==> config.mk <==
export PLATFORM = sky130hd
export DESIGN_NAME = dtc_thermo_decoder
export DESIGN_NICKNAME = d
export VERILOG_FILES = /design/src/rtl/dtc_thermo_decoder.sv
export SDC_FILE = /design/constraint.sdc
export NUM_CORES = 1
export LEC_CHECK = 0
export CORE_MARGIN = 1.5
export CORE_UTILIZATION = 30
export DETAILED_ROUTE_END_ITERATION = 6
export HOLD_SLACK_MARGIN = 0.1
export PLACE_DENSITY = 0.53
export SLEW_MARGIN = 20
export SYNTH_ARGS = -nofsm -noshare
export SYNTH_HDL_FRONTEND = slang
export SYNTH_SLANG_ARGS = --single-unit
==> constraint.sdc <==
create_clock -name clk -period 6.2 [get_ports clk]
set_input_delay 1.86 -clock clk [delete_from_list [all_inputs] [get_ports clk]]
set_output_delay 1.86 -clock clk [all_outputs]
set_load 0.005 [all_outputs]
==> src/rtl/dtc_thermo_decoder.sv <==
// ---------------------------------------------------------------------------
// dtc_thermo_decoder
//
// Turns a fixed-point delay-line tap position into the thermometer control
// word of the digitally-controlled delay line. The fractional part is either
// rounded half-up or dithered with a first-order accumulator. The applied tap
// then moves toward the new target by at most MAX_STEP taps per clock, so the
// delay line never sees a large jump in a single cycle.
//
// Ports
//   clk         system clock, rising edge
//   rst_n       asynchronous active-low reset
//   code_valid  code_in is valid (producer holds it until accepted)
//   code_in     tap position, unsigned {int[INT_W-1:0], frac[FRAC_W-1:0]}
//   code_ready  high only while idle; transfer on code_valid & code_ready
//   dither_en   1 = fractional accumulator dither, 0 = round-half-up
//   inv_dir     1 = thermometer word bitwise inverted
//   thermo_out  registered thermometer word, bit i = (i < tap) ^ inv_dir
//   tap_out     currently applied tap
//   upd_done    one-cycle pulse on the edge where the tap reaches its target
// ---------------------------------------------------------------------------
module dtc_thermo_decoder #(
    parameter int N_TAPS   = 64,
    parameter int INT_W    = 6,
    parameter int FRAC_W   = 10,
    parameter int MAX_STEP = 4
) (
    input  logic                      clk,
    input  logic                      rst_n,
    input  logic                      code_valid,
    input  logic [INT_W+FRAC_W-1:0]   code_in,
    output logic                      code_ready,
    input  logic                      dither_en,
    input  logic                      inv_dir,
    output logic [N_TAPS-1:0]         thermo_out,
    output logic [INT_W-1:0]          tap_out,
    output logic                      upd_done
);

    localparam int CODE_W = INT_W + FRAC_W;
    // One extra bit so that int + carry can be seen to exceed the top tap.
    localparam int AW = INT_W + 1;
    localparam logic [AW-1:0]    MAX_TAP_W = AW'(N_TAPS - 1);
    localparam logic [AW-1:0]    STEP_W    = AW'(MAX_STEP);
    localparam logic [INT_W-1:0] STEP_T    = INT_W'(MAX_STEP);

    typedef enum logic [1:0] {
        ST_IDLE,
        ST_CALC,
        ST_SLEW
    } state_t;

    state_t              state_reg;
    logic [CODE_W-1:0]   code_reg;
    logic [INT_W-1:0]    target_reg;
    logic [INT_W-1:0]    cur_tap_reg;
    logic [FRAC_W-1:0]   acc_reg;
    logic                upd_done_reg;
    logic [N_TAPS-1:0]   thermo_reg;

    logic [INT_W-1:0]    code_int;
    logic [FRAC_W-1:0]   code_frac;
    logic [FRAC_W:0]     dither_sum;
    logic                round_carry;
    logic [AW-1:0]       target_wide;
    logic [INT_W-1:0]    target_calc;

    logic [AW-1:0]       cur_w;
    logic [AW-1:0]       tgt_w;
    logic                slew_up;
    logic [AW-1:0]       slew_dist;
    logic                slew_hit;
    logic [INT_W-1:0]    cur_tap_next;
    logic [N_TAPS-1:0]   thermo_next;

    // -----------------------------------------------------------------------
    // Target computation (used on the CALC cycle)
    // -----------------------------------------------------------------------
    always_comb begin
        code_int    = code_reg[CODE_W-1:FRAC_W];
        code_frac   = code_reg[FRAC_W-1:0];
        dither_sum  = {1'b0, acc_reg} + {1'b0, code_frac};
        // Dither: carry out of the accumulator; otherwise round half up on
        // the fractional MSB.
        round_carry = dither_en ? dither_sum[FRAC_W] : code_frac[FRAC_W-1];
        target_wide = {1'b0, code_int} + AW'(round_carry);
        target_calc = (target_wide > MAX_TAP_W) ? MAX_TAP_W[INT_W-1:0]
                                                : target_wide[INT_W-1:0];
    end

    // -----------------------------------------------------------------------
    // Bounded slew of the applied tap toward the target
    // -----------------------------------------------------------------------
    always_comb begin
        cur_w     = {1'b0, cur_tap_reg};
        tgt_w     = {1'b0, target_reg};
        slew_up   = (tgt_w >= cur_w);
        slew_dist = slew_up ? (tgt_w - cur_w) : (cur_w - tgt_w);
        slew_hit  = (slew_dist <= STEP_W);

        cur_tap_next = cur_tap_reg;
        if (state_reg == ST_SLEW) begin
            if (slew_hit) begin
                cur_tap_next = target_reg;
            end else if (slew_up) begin
                // Distance exceeds the step, so neither direction can wrap.
                cur_tap_next = cur_tap_reg + STEP_T;
            end else begin
                cur_tap_next = cur_tap_reg - STEP_T;
            end
        end
    end

    // Thermometer word for the tap that will be applied after this edge.
    generate
        for (genvar gi = 0; gi < N_TAPS; gi++) begin : g_thermo
            assign thermo_next[gi] = (AW'(gi) < {1'b0, cur_tap_next}) ^ inv_dir;
        end
    endgenerate

    // -----------------------------------------------------------------------
    // Control FSM and output registers
    // -----------------------------------------------------------------------
    always_ff @(posedge clk or negedge rst_n) begin
        if (!rst_n) begin
            state_reg    <= ST_IDLE;
            code_reg     <= '0;
            target_reg   <= '0;
            cur_tap_reg  <= '0;
            acc_reg      <= '0;
            upd_done_reg <= 1'b0;
            thermo_reg   <= '0;
        end else begin
            cur_tap_reg  <= cur_tap_next;
            thermo_reg   <= thermo_next;
            upd_done_reg <= 1'b0;
            case (state_reg)
                ST_IDLE: begin
                    if (code_valid) begin
                        code_reg  <= code_in;
                        state_reg <= ST_CALC;
                    end
                end
                ST_CALC: begin
                    target_reg <= target_calc;
                    if (dither_en) begin
                        acc_reg <= dither_sum[FRAC_W-1:0];
                    end
                    state_reg <= ST_SLEW;
                end
                ST_SLEW: begin
                    if (slew_hit) begin
                        upd_done_reg <= 1'b1;
                        state_reg    <= ST_IDLE;
                    end
                end
                default: begin
                    state_reg <= ST_IDLE;
                end
            endcase
        end
    end

    assign code_ready = (state_reg == ST_IDLE);
    assign tap_out    = cur_tap_reg;
    assign thermo_out = thermo_reg;
    assign upd_done   = upd_done_reg;

endmodule

==> results of run 1 <==
[cells in the mapped netlist, types with 3 or more instances]
master,instances
a31oi_1,6
mux2_2,18
nand3_1,10
nor2b_1,3
clkbuf_1,12
inv_1,23
nor2_1,33
nand2_1,43
dfrtp_1,105
a21oi_1,36
xnor2_1,33
a21o_1,6
mux2i_1,6
ha_1,26
o21ai_0,20
nor3_1,4
buf_1,4
buf_2,8
inv_2,3
and2_1,4
o21bai_1,7
o21ai_1,10
nand2b_1,5
nor3_2,3
xor2_1,43
[layer usage]
metal | GRT usage [%] | part of all wire (%)
met5 | 0 | 0
met4 | 4.74 | 1.2
met3 | 3.48 | 4.9
met2 | 21.9 | 45
met1 | 19.1 | 48
[cell families after synthesis]
group	synth area share, %
AO/OA/AOI/OAI	12.7
XOR/XNOR	12.4
adder cells (fa/ha/maj)	6.80
buffers and inverters	4.03
flip-flops	48.9
multiplexers	4.89
AND/OR/NAND/NOR	10.3
[stage by stage]
step                util (%)  cell area (um2)  hold WS (ns)
finish                  38.7             6740         0.497
global route            38.7             6740         0.536
CTS                     38.7             6740         0.500
detailed placement      37.1             6450         0.484
global placement        37.1             6450         0.469
floorplan                  -             5370         0.454
[how the worst min path moves through the flow]
| stage | start | to | slack (ns) | cells after the start |
|---|---|---|---|---|
| floorplan | acc_reg[2]$_DFFE_PN0P_ | acc_reg[2]$_DFFE_PN0P_ | 0.45 | 2 |
| global placement | acc_reg[3]$_DFFE_PN0P_ | acc_reg[3]$_DFFE_PN0P_ | 0.47 | 2 |
| detailed placement | acc_reg[2]$_DFFE_PN0P_ | acc_reg[2]$_DFFE_PN0P_ | 0.48 | 2 |
| CTS | acc_reg[2]$_DFFE_PN0P_ | acc_reg[2]$_DFFE_PN0P_ | 0.50 | 2 |
| global route | acc_reg[4]$_DFFE_PN0P_ | acc_reg[4]$_DFFE_PN0P_ | 0.54 | 2 |
| finish | acc_reg[5]$_DFFE_PN0P_ | acc_reg[5]$_DFFE_PN0P_ | 0.50 | 2 |
[cell type report]
type | instances | area share, %
sequential | 105 | 39.0
timing repair buffer | 93 | 13.7
inverter | 26 | 1.45
clock buffer | 10 | 3.40
tap | 225 | 4.18
multi-input combinational | 352 | 37.5
clock inverter | 6 | 0.854
[worst min-delay path, cell delays in order (launching register included)]
cell	delay, ns
dfrtp_1	0.35
nand2_1	0.05
o21ai_0	0.06
==> metrics.md, run 1 <==
| Metric | Value |
|---|---|
| Pre-CTS WS | 1.84 ns |
| Largest net degree at the start of global routing | 65 |
| Cells taking the most area after synthesis | dfrtp_1 49%, xor2_1 7.0%, ha_1 6.1% |
| Share of cells above drive strength 1 | 9.12% |
| Critical path arrival | 4.59 ns |
| Ordered list of cells on the worst path | inv_1 > ha_1 > nor2_1 > a21o_1 > a21oi_1 > or2_1 > inv_1 > ha_1 > a21o_1 > a21oi_1 > xnor2_1 > a2111o_1 > o211a_2 > inv_2 > nor3_2 > nand2_1 > xor2_1 |
| Vias in the first global route | 3,829 |
| Max FFs per register | 64 |
| Clock Latency Late Sink | 0.35 ns |
| Max Cap Violations | 0 |
| First-pass GRT wire length | 20.3 mm |
| Die W | 137 um |
| Layout Nets | 636 |
| I/O pin count | 93 |
| Cell count after synthesis | 509 |
| Vias after detailed routing | 3,848 |
| Gpl congestion | 0.775 |
| Worst r2r src | tap_out[2]$_DFF_PN0_ |
| Synth area leader | dfrtp_1 |
| Final WS setup | 1.81 ns |
| R2r endpoint | thermo_out[0]$_DFF_PN0_ |
| Setup TNS | 0 ns |
| Pre-antenna DRT Iters | 4 |
| CTS tree | done |
| Post-synth EDFFs | 0 |
| Share of the synthesized area in the top cell type | 48.9% |
| Top_reg_cell synth | dfrtp_1 |
| Setup Fix Bufs, Post-CTS | 0 |
| Die area | 0.0187 mm2 |
| Number of diodes | 0 |
| Register area | 0.00263 mm2 |
| Critical path's largest stage delay | 0.52 ns |
| Routed WL | 12.3 mm |
| Worst r2r path cells | 17 |
| Post-cts resize count | 0 |
| Endpoints failing hold | 0 |
| # rows | 48 |
| Syn_nets | 558 |
| WL per Instance | 15.1 um |
| H-tree levels | 3 |
| Hold Path Class | flip-flop to flip-flop |
| CP max FO | 24 |
| Post-route DRC violation count | 0 |
| Pins Over Slew Limit | 0 |
| Reg2reg setup slack | 1.81 ns |
| CP Data Required Time | 6.39 ns |
| Synthesized area per cell | 10.5 um2 |
| Buf/Inv on CP | 3 |
| Yosys reg bits | 105 |
| Worst Setup EP | thermo_out[0]$_DFF_PN0_ |
| CTS Buf Count | 9 |
| Most frequent cells in the layout | 105 x dfrtp_1, 90 x clkdlybuf4s50_1, 43 x nand2_1, 43 x xor2_1, 36 x a21oi_1 |
| Fmax | 228 MHz |
| Global-route usage over all layers | 14.1% |
| Worst relative slew slack | 35.5% |
| Core Region | 0.0174 mm2 |
| Worst setup SP type | flip-flop |
| Routed vias/inst | 4.71 |
| CTS max path bufs | 2 |
| Initial DRC Count | 187 |
| Crit path depth | 17 |
| Clock Skews | 0.00977 ns |
| Final period demand of the worst path | 4.39 ns |
| Status | complete, no violations |
| Synthesized cell area | 0.00537 mm2 |
| Root Driver | clkbuf_16 |
| Post-DP HPWL | 9.02 mm |
| Number of I/O port buffers | 92 |
| Total grt overflow | 0 |
| Final Cycle Share | 70.9% |
| CTS Hold Bufs | 0 |
| Sequential-to-total area share from yosys stat | 48.9% |
| Multi-input logic area | 0.00252 mm2 |
| Synthesis Warnings | 0 |
| Distinct cell type count after synthesis | 53 |
| Async SR Flop Fraction | 100% |
| Synth-to-layout area growth | 25.6% |
| RSZ-0062 raised after global routing | no |
| Final ANT Viol Nets | 0 |
| Reg clk slew, reported paths | 0.08 ns |
| Crit path max-delay family | compound AO/OA/AOI/OAI gates |
| Worst path slowest cell | dfrtp_1 |
| Die H | 137 um |
| Initial antenna violation count | 0 |
| Worst setup path startpoint | tap_out[2]$_DFF_PN0_ |
| Setup-failing EPs final | 0 |
| Starting Density | 30.8% |
| # clock sinks | 105 |
| Crit. End Element | flip-flop |
| Slew @ Worst Pin | 0.967 ns |
| Placed insts | 801 |
| CP Class | flip-flop to flip-flop |
| Fin cells | 817 |
| Commonest non-fill, non-tap cell in the layout | dfrtp_1 |
| Fill cells | 1,718 |
Power of run 1 is left out: the tool's default activity adds up to more than one toggle a clock period on the data nets, which glitch-free logic cannot reach.
==> run 2, diff against run 1 <==
Clock period 6.2 ns to 4.05 ns, I/O delays scaled along.
==> run 2 against run 1 <==
Effect of this change:
- largest cell class unchanged
- final area up 1.5%
- sequential share of layout area decreased by 0.57 points
- utilization rose by 0.60 points
- clock-buffer cell count stayed put
- flip-flop and latch count is the same
- wire length down 0.98%
==> metrics.md, run 2 (synthesis gave the netlist of run 1 again) <==
| Metric | Value |
|---|---|
| Status | complete, no violations |
| Clock Latency Late Sink | 0.36 ns (about the same) |
| Layout Nets | 646 (+1.6%) |
| CTS tree | done |
| Vias in the first global route | 3,899 (+1.8%) |
| Setup-failing EPs final | 0 (unchanged) |
| Initial DRC Count | 166 (-11%) |
| Most frequent cells in the layout | 104 x dfrtp_1, 90 x clkdlybuf4s50_1, 43 x xor2_1 |
| Reg clk slew, reported paths | 0.08 ns (about the same) |
| Endpoints failing hold | 0 (unchanged) |
| Slew @ Worst Pin | 0.985 ns (+0.0175 ns) |
| Post-cts resize count | 0 (unchanged) |
| Final Cycle Share | 90.8% (+20 points) |
| Global-route usage over all layers | 14.0% (-0.024 points) |
| Worst setup SP type | flip-flop |
| CTS max path bufs | 2 (unchanged) |
| Share of cells above drive strength 1 | 11.3% (+2.2 points) |
| Post-DP HPWL | 9.05 mm (+0.32%) |
| Critical path's largest stage delay | 0.44 ns (-0.08 ns) |
| Crit. End Element | flip-flop |
| Die H | 137 um (unchanged) |
| Root Driver | clkbuf_16 |
| Ordered list of cells on the worst path | inv_1 > ha_1 > nand2b_1 > a21o_1 > a21oi_1 > or2_4 > inv_1 > ha_1 > a21o_1 > a21oi_1 > xnor2_1 > a2111o_1 > o211a_2 > inv_2 > buf_4 > o31ai_1 > xnor2_1 |
| Reg2reg setup slack | 0.37 ns (-1.43 ns) |
| Synth-to-layout area growth | 27.5% |
| Pre-antenna DRT Iters | 4 (unchanged) |
| Initial antenna violation count | 0 (unchanged) |
| Core Region | 0.0174 mm2 (unchanged) |
| CTS Buf Count | 9 (unchanged) |
| H-tree levels | 3 (unchanged) |
| Fmax | 272 MHz (+19%) |
| Post-route DRC violation count | 0 (unchanged) |
| CP max FO | 9 (-63%) |
| Hold Path Class | flip-flop to flip-flop |
| Routed WL | 12.2 mm (-0.98%) |
| Placed insts | 811 (+1.2%) |
| Die area | 0.0187 mm2 (unchanged) |
| Clock Skews | 0.0114 ns (+0.00165 ns) |
| Routed vias/inst | 4.66 (-1.1%) |
| I/O pin count | 93 (unchanged) |
| Fill cells | 1,709 (-0.52%) |
| CP Data Required Time | 4.25 ns (-2.14 ns) |
| Final WS setup | 0.373 ns (-1.43 ns) |
| Number of diodes | 0 (unchanged) |
| Number of I/O port buffers | 92 (unchanged) |
| Max Cap Violations | 0 (unchanged) |
| Die W | 137 um (unchanged) |
| WL per Instance | 14.8 um (-2.2%) |
| Total grt overflow | 0 (unchanged) |
| First-pass GRT wire length | 20.3 mm (+0.10%) |
| Starting Density | 30.8% (unchanged) |
| Final ANT Viol Nets | 0 (unchanged) |
| RSZ-0062 raised after global routing | no |
| Worst path slowest cell | dfrtp_2 |
| Pins Over Slew Limit | 0 (unchanged) |
| Setup TNS | 0 ns (unchanged) |
| Setup Fix Bufs, Post-CTS | 0 (unchanged) |
| Critical path arrival | 3.88 ns (-0.71 ns) |
| CP Class | flip-flop to flip-flop |
| CTS Hold Bufs | 0 (unchanged) |
| Commonest non-fill, non-tap cell in the layout | dfrtp_1 |
| # clock sinks | 105 (unchanged) |
| Max FFs per register | 64 (unchanged) |
| Final period demand of the worst path | 3.68 ns (-0.716 ns) |
| Gpl congestion | 0.853 (+10%) |
| Fin cells | 827 (+1.2%) |
| Pre-CTS WS | 0.210 ns (-1.63 ns) |
| Vias after detailed routing | 3,853 (+0.13%) |
| Largest net degree at the start of global routing | 65 (unchanged) |
| # rows | 48 (unchanged) |
| Worst relative slew slack | 34.4% (-1.2 points) |
==> run 2: stage by stage <==
stage | hold WS, ns | area, um2 | util [%]
2_1_floorplan | 0.454 | 5370 | -
3_3_place_gp | 0.468 | 6540 | 37.6
3_5_place_dp | 0.480 | 6540 | 37.6
4_1_cts | 0.496 | 6830 | 39.2
5_1_grt | 0.521 | 6850 | 39.3
6_report | 0.496 | 6850 | 39.3
==> run 2: worst paths after layout <==
check | depth (start not counted) | endpoint | from
setup / recovery | 17 | thermo_out[37]$_DFF_PN0_ | tap_out[1]$_DFF_PN0_
setup reg to reg | 17 | thermo_out[37]$_DFF_PN0_ | tap_out[1]$_DFF_PN0_
max in group asynchronous | 2 | thermo_out[34]$_DFF_PN0_ | rst_n
min in group asynchronous | 1 | thermo_out[20]$_DFF_PN0_ | rst_n
hold reg to reg | 2 | acc_reg[9]$_DFFE_PN0P_ | acc_reg[9]$_DFFE_PN0P_
hold / removal | 2 | acc_reg[9]$_DFFE_PN0P_ | acc_reg[9]$_DFFE_PN0P_
==> run 2: area by class of cell <==
class	instances	area, um2	area share (%)
sequential	105	2630	38.4
multi-input combinational	352	2540	37.1
timing repair buffer	103	1010	14.8
tap	225	282	4.11
clock buffer	10	229	3.34
inverter	26	97.6	1.43
clock inverter	6	58.8	0.859
==> run 2: worst max-delay path, delay by kind of cell, from the launching register on <==
kind | cells | cell delay [ns]
compound gates | 7 | 1.42
fa+ha+maj | 2 | 0.63
buf+inv | 4 | 0.48
flops | 1 | 0.44
simple gates | 2 | 0.31
xor+xnor | 2 | 0.24
==> run 2: routing by layer <==
layer / global-route usage, % / wire [um] / vias up
met3: 3.59 / 675 / 10
met5: 0 / 0 / -
met2: 22.8 / 5580 / 103
met1: 18.4 / 5800 / 1845
met4: 4.27 / 153 / 0
li1: - / - / 1895
Power of run 2 is left out for the same reason.
==> run 3, diff against run 2 <==
Settings changed: CORE_ASPECT_RATIO set to 0.5, SLEW_MARGIN 20 to not set.
==> run 3 against run 2 <==
Effect of this change:
- register-to-register slack got worse by 0.07 ns
- worst setup slack worse by 0.073 ns
- hold slack worse by 0.0017 ns
- clock-buffer cell count fell by 1
- utilization rose by 0.20 points
- die area is 0.26% higher
- clock skew is 0.0015 ns lower
- cell count is 1.3% higher
- fmax fell by 1.9%
- non-clock buffer count up 2
- via count shrank 0.78%
- sequential share of layout area is 0.27 points lower
- highest routed layer unchanged
==> metrics.md, run 3 (synthesis gave the netlist of run 1 again) <==
| Metric | Value |
|---|---|
| H-tree levels | 3 (unchanged) |
| Status | complete, no violations |
| Clock Skews | 0.00993 ns (-0.00149 ns) |
| WL per Instance | 15.0 um (+1.3%) |
| Global-route usage over all layers | 14.3% (+0.22 points) |
| Root Driver | clkbuf_16 |
| Register area | 0.00263 mm2 (about the same) |
| Final ANT Viol Nets | 0 (unchanged) |
| Layout Nets | 648 (+0.31%) |
| Number of diodes | 0 (unchanged) |
| Largest net degree at the start of global routing | 65 (unchanged) |
| First-pass GRT wire length | 20.9 mm (+3.3%) |
| Initial DRC Count | 250 (+51%) |
| Starting Density | 30.8% (-0.044 points) |
| Routed WL | 12.5 mm (+2.6%) |
| Routed vias/inst | 4.56 (-2.1%) |
| Core Region | 0.0174 mm2 (+0.14%) |
| Fill cells | 1,743 (+2.0%) |
| Gpl congestion | 0.833 (-2.3%) |
| # clock sinks | 105 (unchanged) |
| CTS tree | done |
| Worst relative slew slack | 34.2% (-0.15 points) |
| Vias after detailed routing | 3,823 (-0.78%) |
| Final period demand of the worst path | 3.75 ns (+0.0731 ns) |
| Reg clk slew, reported paths | 0.08 ns (about the same) |
| Fmax | 267 MHz (-1.9%) |
| Worst r2r src | tap_out[2]$_DFF_PN0_ |
| Die W | 192 um (+41%) |
| Max FFs per register | 64 (unchanged) |
| Final Cycle Share | 92.6% (+1.8 points) |
| CP Class | flip-flop to flip-flop |
| CTS Buf Count | 9 (unchanged) |
| # rows | 34 (-29%) |
| Die H | 97.6 um (-29%) |
| Total grt overflow | 0 (unchanged) |
| I/O pin count | 93 (unchanged) |
| Number of I/O port buffers | 92 (unchanged) |
| Hold Startpoint | acc_reg[3]$_DFFE_PN0P_ |
| Commonest non-fill, non-tap cell in the layout | dfrtp_1 |
| Critical path arrival | 3.95 ns (+0.07 ns) |
| Endpoints failing hold | 0 (unchanged) |
| Worst setup path startpoint | tap_out[2]$_DFF_PN0_ |
| Slew @ Worst Pin | 0.987 ns (+0.00232 ns) |
| Pins Over Slew Limit | 0 (unchanged) |
| Post-DP HPWL | 8.98 mm (-0.76%) |
| CTS max path bufs | 2 (unchanged) |
| CP Data Required Time | 4.25 ns (about the same) |
| Vias in the first global route | 3,914 (+0.38%) |
| Max Cap Violations | 0 (unchanged) |
| Worst setup SP type | flip-flop |
| Clock Latency Late Sink | 0.35 ns (about the same) |
| Setup-failing EPs final | 0 (unchanged) |
| Share of cells above drive strength 1 | 11.9% (+0.62 points) |
| Initial antenna violation count | 0 (unchanged) |
| Post-route DRC violation count | 0 (unchanged) |
| Pre-antenna DRT Iters | 5 (+1) |
| Crit. End Element | flip-flop |
| Multi-input logic area | 0.00255 mm2 (+0.64%) |
| Most frequent cells in the layout | 105 x dfrtp_1, 90 x clkdlybuf4s50_1, 43 x xor2_1 |
| Die area | 0.0188 mm2 (+0.26%) |
| RSZ-0062 raised after global routing | no |
| Hold Path Class | flip-flop to flip-flop |
| Synth-to-layout area growth | 28.3% |
| Setup TNS | 0 ns (unchanged) |
| CP max FO | 12 (+3) |
-- run 3: final cells by class --
type | instances | share of cell area, %
inverter | 26 | 1.45
sequential | 105 | 38.1
clock inverter | 7 | 0.926
multi-input combinational | 352 | 37.1
timing repair buffer | 105 | 14.9
tap | 234 | 4.25
clock buffer | 9 | 3.27
-- run 3: routing by layer --
metal | part of all wire [%] | track usage [%] | routed length [um]
met5 | 0 | 0 | 0
met4 | 1.4 | 4.41 | 180
met3 | 4.5 | 3.03 | 564
met2 | 42 | 20.6 | 5300
met1 | 52 | 21.1 | 6490
-- run 3: worst paths after layout --
| kind | end | slack [ns] | depth (start not counted) |
|---|---|---|---|
| max reg2reg | thermo_out[52]$_DFF_PN0_ | 0.30 | 17 |
| max in group asynchronous | target_reg[4]$_DFFE_PN0N_ | 2.42 | 2 |
| min reg2reg | acc_reg[3]$_DFFE_PN0P_ | 0.49 | 2 |
| max | thermo_out[52]$_DFF_PN0_ | 0.30 | 17 |
| min in group asynchronous | thermo_out[62]$_DFF_PN0_ | 0.89 | 1 |
| min | acc_reg[3]$_DFFE_PN0P_ | 0.49 | 2 |
-- run 3: repair_timing --
item	in CTS	in global routing
setup buffers	0	3
hold buffers	0	0
endpoints found under the setup margin	0	27
gates resized for setup	0	8
-- run 3: critical path, cell delays in order, from the launching register on --
cell	delay (ns)
dfrtp_1	0.39
inv_1	0.10
ha_2	0.33
nor2_1	0.20
a21o_1	0.15
a21oi_1	0.08
or2_1	0.27
inv_1	0.14
ha_1	0.24
a21o_1	0.18
a21oi_1	0.17
xnor2_1	0.10
a2111o_1	0.39
o211a_2	0.22
inv_4	0.18
nand2_2	0.17
a21oi_1	0.20
xor2_1	0.08
-- run 3: metrics by stage --
| stage | instance area, um2 | setup slack [ns] | util [%] | hold slack, ns | std cells |
|---|---|---|---|---|---|
| 5_1_grt | 6890 | 0.000814 | 39.5 | 0.533 | 838 |
| 6_report | 6890 | 0.300 | 39.5 | 0.494 | 838 |
| 2_1_floorplan | 5370 | 0.465 | - | 0.454 | 509 |
| 4_1_cts | 6840 | 0.0509 | 39.2 | 0.496 | 835 |
| 3_3_place_gp | 6550 | 0.136 | 37.5 | 0.469 | 819 |
| 3_5_place_dp | 6550 | 0.0504 | 37.5 | 0.479 | 819 |
Power of run 3 is left out for the same reason.
